==> config.mk <==
export PLATFORM = sky130hd
export DESIGN_NAME = clk_div_bank
export DESIGN_NICKNAME = d
export VERILOG_FILES = /design/src/rtl/clk_div_bank.sv
export SDC_FILE = /design/constraint.sdc
export NUM_CORES = 1
export LEC_CHECK = 0
export BUFFER_PORTS_ARGS = -buffer_cell sky130_fd_sc_hd__buf_2
export CORE_ASPECT_RATIO = 1.1
export CORE_MARGIN = 5
export CORE_UTILIZATION = 59
export CTS_BUF_LIST = sky130_fd_sc_hd__clkbuf_4
export CTS_CLUSTER_SIZE = 14
export DETAILED_ROUTE_END_ITERATION = 12
export PLACE_DENSITY = 0.81
export SLEW_MARGIN = 30
export SYNTH_ARGS = -nofsm -noshare
export SYNTH_HDL_FRONTEND = slang
export SYNTH_SLANG_ARGS = --single-unit
==> constraint.sdc <==
create_clock -name CLKIN -period 4.83 [get_ports CLKIN]
set_input_delay 0.483 -clock CLKIN [delete_from_list [all_inputs] [get_ports CLKIN]]
set_output_delay 0.483 -clock CLKIN [all_outputs]
set_load 0.05 [all_outputs]
==> src/rtl/clk_div_bank.sv <==
// rtl/clk_div_bank.sv - runtime-reconfigurable bank of integer clock dividers with register port
module clk_div_bank #(
    parameter int NUM_OUT     = 4,
    parameter int CNT_W       = 8,
    parameter int LOCK_CYCLES = 16,
    parameter int DIV_DEFAULT = 2
) (
    input  logic               CLKIN,
    input  logic               RST_N,
    input  logic               PWRDWN,
    input  logic               DEN,
    input  logic               DWE,
    input  logic [5:0]         DADDR,
    input  logic [CNT_W-1:0]   DI,
    output logic [CNT_W-1:0]   DO,
    output logic               DRDY,
    output logic [NUM_OUT-1:0] CLKOUT,
    output logic               LOCKED
);

    localparam int HIGH_DEFAULT = (DIV_DEFAULT / 2 < 1) ? 1 : DIV_DEFAULT / 2;
    localparam int LOCK_W = $clog2(LOCK_CYCLES + 1);
    localparam logic [LOCK_W-1:0] LOCK_MAX = LOCK_W'(LOCK_CYCLES);
    localparam logic [CNT_W-1:0]  DIV_RST  = CNT_W'(DIV_DEFAULT);
    localparam logic [CNT_W-1:0]  HIGH_RST = CNT_W'(HIGH_DEFAULT);

    localparam logic [1:0] FLD_DIV   = 2'd0;
    localparam logic [1:0] FLD_HIGH  = 2'd1;
    localparam logic [1:0] FLD_PHASE = 2'd2;
    localparam logic [1:0] FLD_CTRL  = 2'd3;

    typedef enum logic [1:0] {
        ST_IDLE  = 2'd0,
        ST_ALIGN = 2'd1,
        ST_RUN   = 2'd2
    } state_t;

    state_t state_q, state_d;

    // register-port pipeline: one stage between accept and completion
    logic             stg_v_q, stg_v_d;
    logic             stg_we_q, stg_we_d;
    logic [5:0]       stg_addr_q, stg_addr_d;
    logic [CNT_W-1:0] stg_di_q, stg_di_d;
    logic             drdy_q, drdy_d;
    logic [CNT_W-1:0] do_q, do_d;
    logic             commit_q, commit_d;

    // shadow (written by the port) and active (used by the dividers) settings
    logic [CNT_W-1:0] div_s_q [NUM_OUT];
    logic [CNT_W-1:0] div_s_d [NUM_OUT];
    logic [CNT_W-1:0] high_s_q [NUM_OUT];
    logic [CNT_W-1:0] high_s_d [NUM_OUT];
    logic [CNT_W-1:0] phase_s_q [NUM_OUT];
    logic [CNT_W-1:0] phase_s_d [NUM_OUT];
    logic [CNT_W-1:0] div_a_q [NUM_OUT];
    logic [CNT_W-1:0] div_a_d [NUM_OUT];
    logic [CNT_W-1:0] high_a_q [NUM_OUT];
    logic [CNT_W-1:0] high_a_d [NUM_OUT];
    logic [CNT_W-1:0] phase_a_q [NUM_OUT];
    logic [CNT_W-1:0] phase_a_d [NUM_OUT];

    // per-channel phase delay, period counter and registered output
    logic [CNT_W-1:0]   dly_q [NUM_OUT];
    logic [CNT_W-1:0]   dly_d [NUM_OUT];
    logic [CNT_W-1:0]   cnt_q [NUM_OUT];
    logic [CNT_W-1:0]   cnt_d [NUM_OUT];
    logic [NUM_OUT-1:0] clk_q, clk_d;

    logic [LOCK_W-1:0] lock_cnt_q, lock_cnt_d;
    logic              locked_q, locked_d;

    logic       accept;
    logic [3:0] stg_ch;
    logic [1:0] stg_fld;
    logic       all_dly_zero;
    logic       align_entry;

    assign DO     = do_q;
    assign DRDY   = drdy_q;
    assign CLKOUT = clk_q;
    assign LOCKED = locked_q;

    // register port: accept when idle, execute the access one cycle later with DRDY
    always_comb begin
        accept     = DEN & ~(stg_v_q | drdy_q);
        stg_ch     = stg_addr_q[5:2];
        stg_fld    = stg_addr_q[1:0];
        stg_v_d    = accept;
        stg_we_d   = stg_we_q;
        stg_addr_d = stg_addr_q;
        stg_di_d   = stg_di_q;
        drdy_d     = 1'b0;
        do_d       = '0;
        commit_d   = 1'b0;
        div_s_d    = div_s_q;
        high_s_d   = high_s_q;
        phase_s_d  = phase_s_q;
        div_a_d    = div_a_q;
        high_a_d   = high_a_q;
        phase_a_d  = phase_a_q;
        if (accept) begin
            stg_we_d   = DWE;
            stg_addr_d = DADDR;
            stg_di_d   = DI;
        end
        if (stg_v_q) begin
            drdy_d = 1'b1;
            for (int i = 0; i < NUM_OUT; i++) begin
                if (stg_ch == 4'(i)) begin
                    if (stg_we_q) begin
                        case (stg_fld)
                            FLD_DIV:   div_s_d[i]   = stg_di_q;
                            FLD_HIGH:  high_s_d[i]  = stg_di_q;
                            FLD_PHASE: phase_s_d[i] = stg_di_q;
                            default:   commit_d     = stg_di_q[0];
                        endcase
                    end else begin
                        case (stg_fld)
                            FLD_DIV:   do_d = div_s_q[i];
                            FLD_HIGH:  do_d = high_s_q[i];
                            FLD_PHASE: do_d = phase_s_q[i];
                            FLD_CTRL:  do_d = CNT_W'({locked_q, state_q});
                            default:   do_d = '0;
                        endcase
                    end
                end
            end
            if (commit_d) begin
                div_a_d   = div_s_q;
                high_a_d  = high_s_q;
                phase_a_d = phase_s_q;
            end
        end
    end

    // sequencing: power-down dominates, commit realigns, ALIGN waits for all phase delays
    always_comb begin
        all_dly_zero = 1'b1;
        for (int i = 0; i < NUM_OUT; i++) begin
            if (dly_q[i] != '0) all_dly_zero = 1'b0;
        end
        state_d = state_q;
        case (state_q)
            ST_IDLE:  state_d = ST_ALIGN;
            ST_ALIGN: if (commit_q) state_d = ST_ALIGN;
                      else if (all_dly_zero) state_d = ST_RUN;
            ST_RUN:   if (commit_q) state_d = ST_ALIGN;
            default:  state_d = ST_IDLE;
        endcase
        if (PWRDWN) state_d = ST_IDLE;
        align_entry = (state_d == ST_ALIGN) && ((state_q == ST_IDLE) || commit_q);

        lock_cnt_d = lock_cnt_q;
        if (state_d != ST_RUN) begin
            lock_cnt_d = '0;
        end else if ((state_q == ST_RUN) && (lock_cnt_q < LOCK_MAX)) begin
            lock_cnt_d = lock_cnt_q + 1'b1;
        end
        locked_d = (state_d == ST_RUN) && (lock_cnt_d >= LOCK_MAX);
    end

    // per-channel divider: hold low through the phase delay, then count 0..d-1
    always_comb begin
        logic [CNT_W-1:0] d_eff;
        d_eff = '0;
        dly_d = dly_q;
        cnt_d = cnt_q;
        clk_d = clk_q;
        for (int i = 0; i < NUM_OUT; i++) begin
            d_eff = (div_a_q[i] == '0) ? CNT_W'(1) : div_a_q[i];
            if (state_d == ST_IDLE) begin
                dly_d[i] = '0;
                cnt_d[i] = '0;
                clk_d[i] = 1'b0;
            end else if (align_entry) begin
                dly_d[i] = phase_a_q[i];
                cnt_d[i] = '0;
                clk_d[i] = 1'b0;
            end else if (dly_q[i] != '0) begin
                dly_d[i] = dly_q[i] - 1'b1;
                clk_d[i] = 1'b0;
            end else begin
                clk_d[i] = (cnt_q[i] < high_a_q[i]);
                cnt_d[i] = (cnt_q[i] >= d_eff - CNT_W'(1)) ? '0 : cnt_q[i] + 1'b1;
            end
        end
    end

    // FSM, lock and register-port state
    always_ff @(posedge CLKIN or negedge RST_N) begin
        if (!RST_N) begin
            state_q    <= ST_IDLE;
            lock_cnt_q <= '0;
            locked_q   <= 1'b0;
            stg_v_q    <= 1'b0;
            stg_we_q   <= 1'b0;
            stg_addr_q <= '0;
            stg_di_q   <= '0;
            drdy_q     <= 1'b0;
            do_q       <= '0;
            commit_q   <= 1'b0;
        end else begin
            state_q    <= state_d;
            lock_cnt_q <= lock_cnt_d;
            locked_q   <= locked_d;
            stg_v_q    <= stg_v_d;
            stg_we_q   <= stg_we_d;
            stg_addr_q <= stg_addr_d;
            stg_di_q   <= stg_di_d;
            drdy_q     <= drdy_d;
            do_q       <= do_d;
            commit_q   <= commit_d;
        end
    end

    // settings and channel counters
    always_ff @(posedge CLKIN or negedge RST_N) begin
        if (!RST_N) begin
            for (int i = 0; i < NUM_OUT; i++) begin
                div_s_q[i]   <= DIV_RST;
                high_s_q[i]  <= HIGH_RST;
                phase_s_q[i] <= '0;
                div_a_q[i]   <= DIV_RST;
                high_a_q[i]  <= HIGH_RST;
                phase_a_q[i] <= '0;
                dly_q[i]     <= '0;
                cnt_q[i]     <= '0;
            end
            clk_q <= '0;
        end else begin
            div_s_q   <= div_s_d;
            high_s_q  <= high_s_d;
            phase_s_q <= phase_s_d;
            div_a_q   <= div_a_d;
            high_a_q  <= high_a_d;
            phase_a_q <= phase_a_d;
            dly_q     <= dly_d;
            cnt_q     <= cnt_d;
            clk_q     <= clk_d;
        end
    end

endmodule

==> results.txt <==
----------------------------------------------------
[Outcome]
  Outcome ... finished clean

[Placed design]
  IO buf count ... 32
  Detailed-placement wirelength estimate ... 22.77 mm
  Global placer's final weighted congestion ... 0.8948

[Logic synthesis]
  Mapped Avg Cell Area ... 11.53 um2
  Synthesized instance count ... 1,281
  Share of the yosys chip area belonging to registers ... 49.76%
  Total number of yosys warnings ... 0
  Count of flip-flops with a built-in enable after synthesis ... 0
  Distinct cell type count of the synthesized netlist ... 57
  Proportion of register bits with asynchronous set or reset after synthesis ... 100.0%
  Most instantiated flip-flop cell in the synthesis netlist ... dfrtp_1
  Cell area after technology mapping ... 0.01478 mm2
  Post-synth net total ... 1,376
  Post-synthesis sequential element count ... 293

[Timing]
  Hold slack ... 51.06 ps
  Clock period minus final worst setup slack ... 3745 ps
  Final Max Tran Viols ... 0
  Summed negative setup slack over all endpoints ... 0 ps
  Final clock period utilization by the worst path ... 77.54%
  RSZ-0062 raised after global routing ... no
  Final-report setup violation count ... 0
  Final Skew ... 39.97 ps
  Tightest Pin Transition ... 855.3 ps
  Achievable frequency ... 267.0 MHz
  Number of endpoints with negative hold slack in the final report ... 0
  Tightest slew margin relative to the limit ... 42.98%

[Global route]
  Wire length of the first global-routing pass ... 55.42 mm
  Total grt overflow ... 0
  GRT Overall Usage ... 24.20%
  Vias in the first global route ... 10,800
  Largest net degree at the start of global routing ... 101
  Antenna violations before repair ... 1

[Worst setup path]
  Worst Reg2Reg Path Length in Cells ... 14
  CP Capture Point ... cnt_q[29]
  Worst Path Required ... 5440 ps
  Startpoint of the worst setup timing path ... div_a_q[26]
  Endpoint kind of the worst setup timing path ... flip-flop
  Worst R2R Start ... div_a_q[26]
  Worst-path maximum fanout ... 7
  Critical path class ... reg -> reg
  Element type at the critical path start ... flip-flop
  Crit path DAT ... 4350 ps
  Critical register-to-register path endpoint ... cnt_q[29]
  R2r setup slk ... 1080 ps

[Pwr]
  Leakage power total ... 7.851 nW
  Total power density per cell area ... 388.2 mW/mm2
  Peak ir drop on the vdd network ... 0.2954 mV

[CTS]
  Number of buffers created by CTS ... 76
  Library cell used as clock root buffer ... clkbuf_4
  Clock tree from TritonCTS ... done
  TritonCTS Sinks ... 293
  H-tree level count ... 3
  # resized after CTS ... 0
  Clock-pin slew on the worst setup and hold paths ... 60 ps
  Max clock buf depth ... 3
  Latest clock arrival within the worst-skew pair ... 670 ps

[Routing]
  Total via count in the routed design ... 10,380
  Number of remaining DRC errors ... 0
  Vias per Instance ... 6.012
  Remaining antenna violation count ... 0
  Final wirelength ... 33.19 mm
  Average wire per standard cell ... 19.23 um
  Total iterations of the first detailed-routing run ... 5
  Number of DRC markers after the initial detailed-route iteration ... 651

[Cells and area]
  Area taken by multi-input logic gates ... 0.007037 mm2
  Share of cells above drive strength 1 ... 28.98%
  Count of fill cells added during filler insertion ... 1,761
  Flip-flop and latch area ... 0.007356 mm2
  Leading cell type in the layout, fill and taps excluded ... dfrtp_1
  Commonest cells after routing, fill and taps aside ... dfrtp_1 (276), mux2_2 (207), clkbuf_4 (117), nand2_1 (93), nor2_1 (80)
  Area Growth Syn to Fin ... 9.916%
  # nets final ... 1,449

[Floorplan]
  Full die area ... 0.02831 mm2
  Standard-cell row count ... 60
  Die W ... 160.9 um
  IO Pins ... 33
  Core outline area ... 0.02455 mm2
  Starting Density ... 60.19%
  Vertical die dimension ... 176.0 um

[Hold path]
  Cell count of the worst hold path ... 2
  Path category of the worst min-delay check ... in -> reg

[Job]
  Max-cap violation count ... 0

----------------------------------------------------
## critical path, stage by stage, from the launching register on
cell and delay [ps]:
dfrtp_1 420, or4_1 570, or3_1 340, nor2_1 140, nor2_1 80, ha_1 220, inv_1 70, nor2_1 50
xnor2_1 120, ha_1 280, and3_1 160, a221oi_1 420, o2111ai_1 380, nor4_1 320, a21o_1 120
## final cells by class
class	count	share of cell area (%)
multi-input combinational	882	43.33
inverter	57	1.317
sequential	293	45.29
tap	310	2.388
clock buffer	117	5.408
antenna	1	0.01541
timing repair buffer	44	1.710
clock inverter	22	0.5393
## metrics by stage
step	power (mW)	area (um2)	utilization, %	instances	worst slack, ps
6_report	6.304	16240	66.16	1726	1085
5_1_grt	6.649	16240	66.16	1726	797.4
4_1_cts	6.341	16230	66.10	1724	1100
3_5_place_dp	4.220	15250	62.12	1584	1119
3_3_place_gp	4.154	15230	62.05	1584	1314
2_1_floorplan	3.819	14780	-	1281	1490
## flip-flops by register name (all words and copies together) (netlist names), 4 cells and up
name        count
div_a_q        32
high_a_q       32
DO              8
high_s_q       32
cnt_q          32
lock_cnt_q      5
CLKOUT          4
stg_addr_q      6
phase_s_q      32
div_s_q        32
stg_di_q        8
phase_a_q      32
dly_q          32
## Yosys cell counts (15+ instances only)
| cell type | count | area share (%) |
|---|---|---|
| dfrtp_1 | 277 | 47 |
| mux2_2 | 207 | 16 |
| nand2_1 | 93 | 2.4 |
| nor2_1 | 80 | 2.0 |
| ha_1 | 76 | 6.4 |
| inv_1 | 56 | 1.4 |
| nand3_1 | 48 | 1.6 |
| o21ai_0 | 47 | 1.6 |
| clkbuf_1 | 43 | 1.1 |
| mux2i_1 | 32 | 2.2 |
| xnor2_1 | 30 | 1.8 |
| a211oi_1 | 28 | 1.4 |
| a21oi_1 | 28 | 0.95 |
| nor3_1 | 24 | 0.81 |
| nor4_1 | 19 | 0.80 |
| xor2_1 | 17 | 1.0 |
| dfstp_2 | 16 | 2.8 |
| o211ai_1 | 15 | 0.76 |
## worst min path at each step
stage / startpoint / end / slack, ps
finish: DADDR[4] / stg_addr_q[4] / 50
global route: DWE / stg_we_q / 10
CTS: DADDR[3] / stg_addr_q[3] / 20
detailed placement: high_a_q[19] / high_a_q[19] / 490
global placement: high_a_q[31] / high_a_q[31] / 490
floorplan: RST_N / CLKOUT[0] / 190
## power by group
group / internal, mW / switching, mW
logic: 0.517 / 0.582
clock network: 1.11 / 1.00
registers: 2.71 / 0.382
total: 4.34 / 1.97
## kinds of logic (layout without fill, tap and decap cells)
family                     after synthesis  after routing  synth area share (%)
adders and majority gates               77             77                 6.504
muxes                                  251            251                 19.77
and+or+nand+nor                        340            340                 11.12
other                                    0              1                     0
DFF                                    293            293                 49.76
AOI/OAI and AO/OA                      167            167                 7.300
xor gates and xnor gates                47             47                 2.786
buffers and inverters                  106            240                 2.761
## layer usage
layer  track usage (%)  vias up  share of wire, %
met5                 0        -                 0
met1             31.56     5170                42
met2             39.37      312                49
met3             5.347       82               5.9
met4             10.45        0               3.4
li1                  -     4813                 -
## what timing repair did
action	in CTS	in global routing
hold buffers	1	1
buffers inserted	0	0
hold endpoints to repair	70	1
Note: power is estimated with default switching activity, not from simulation.
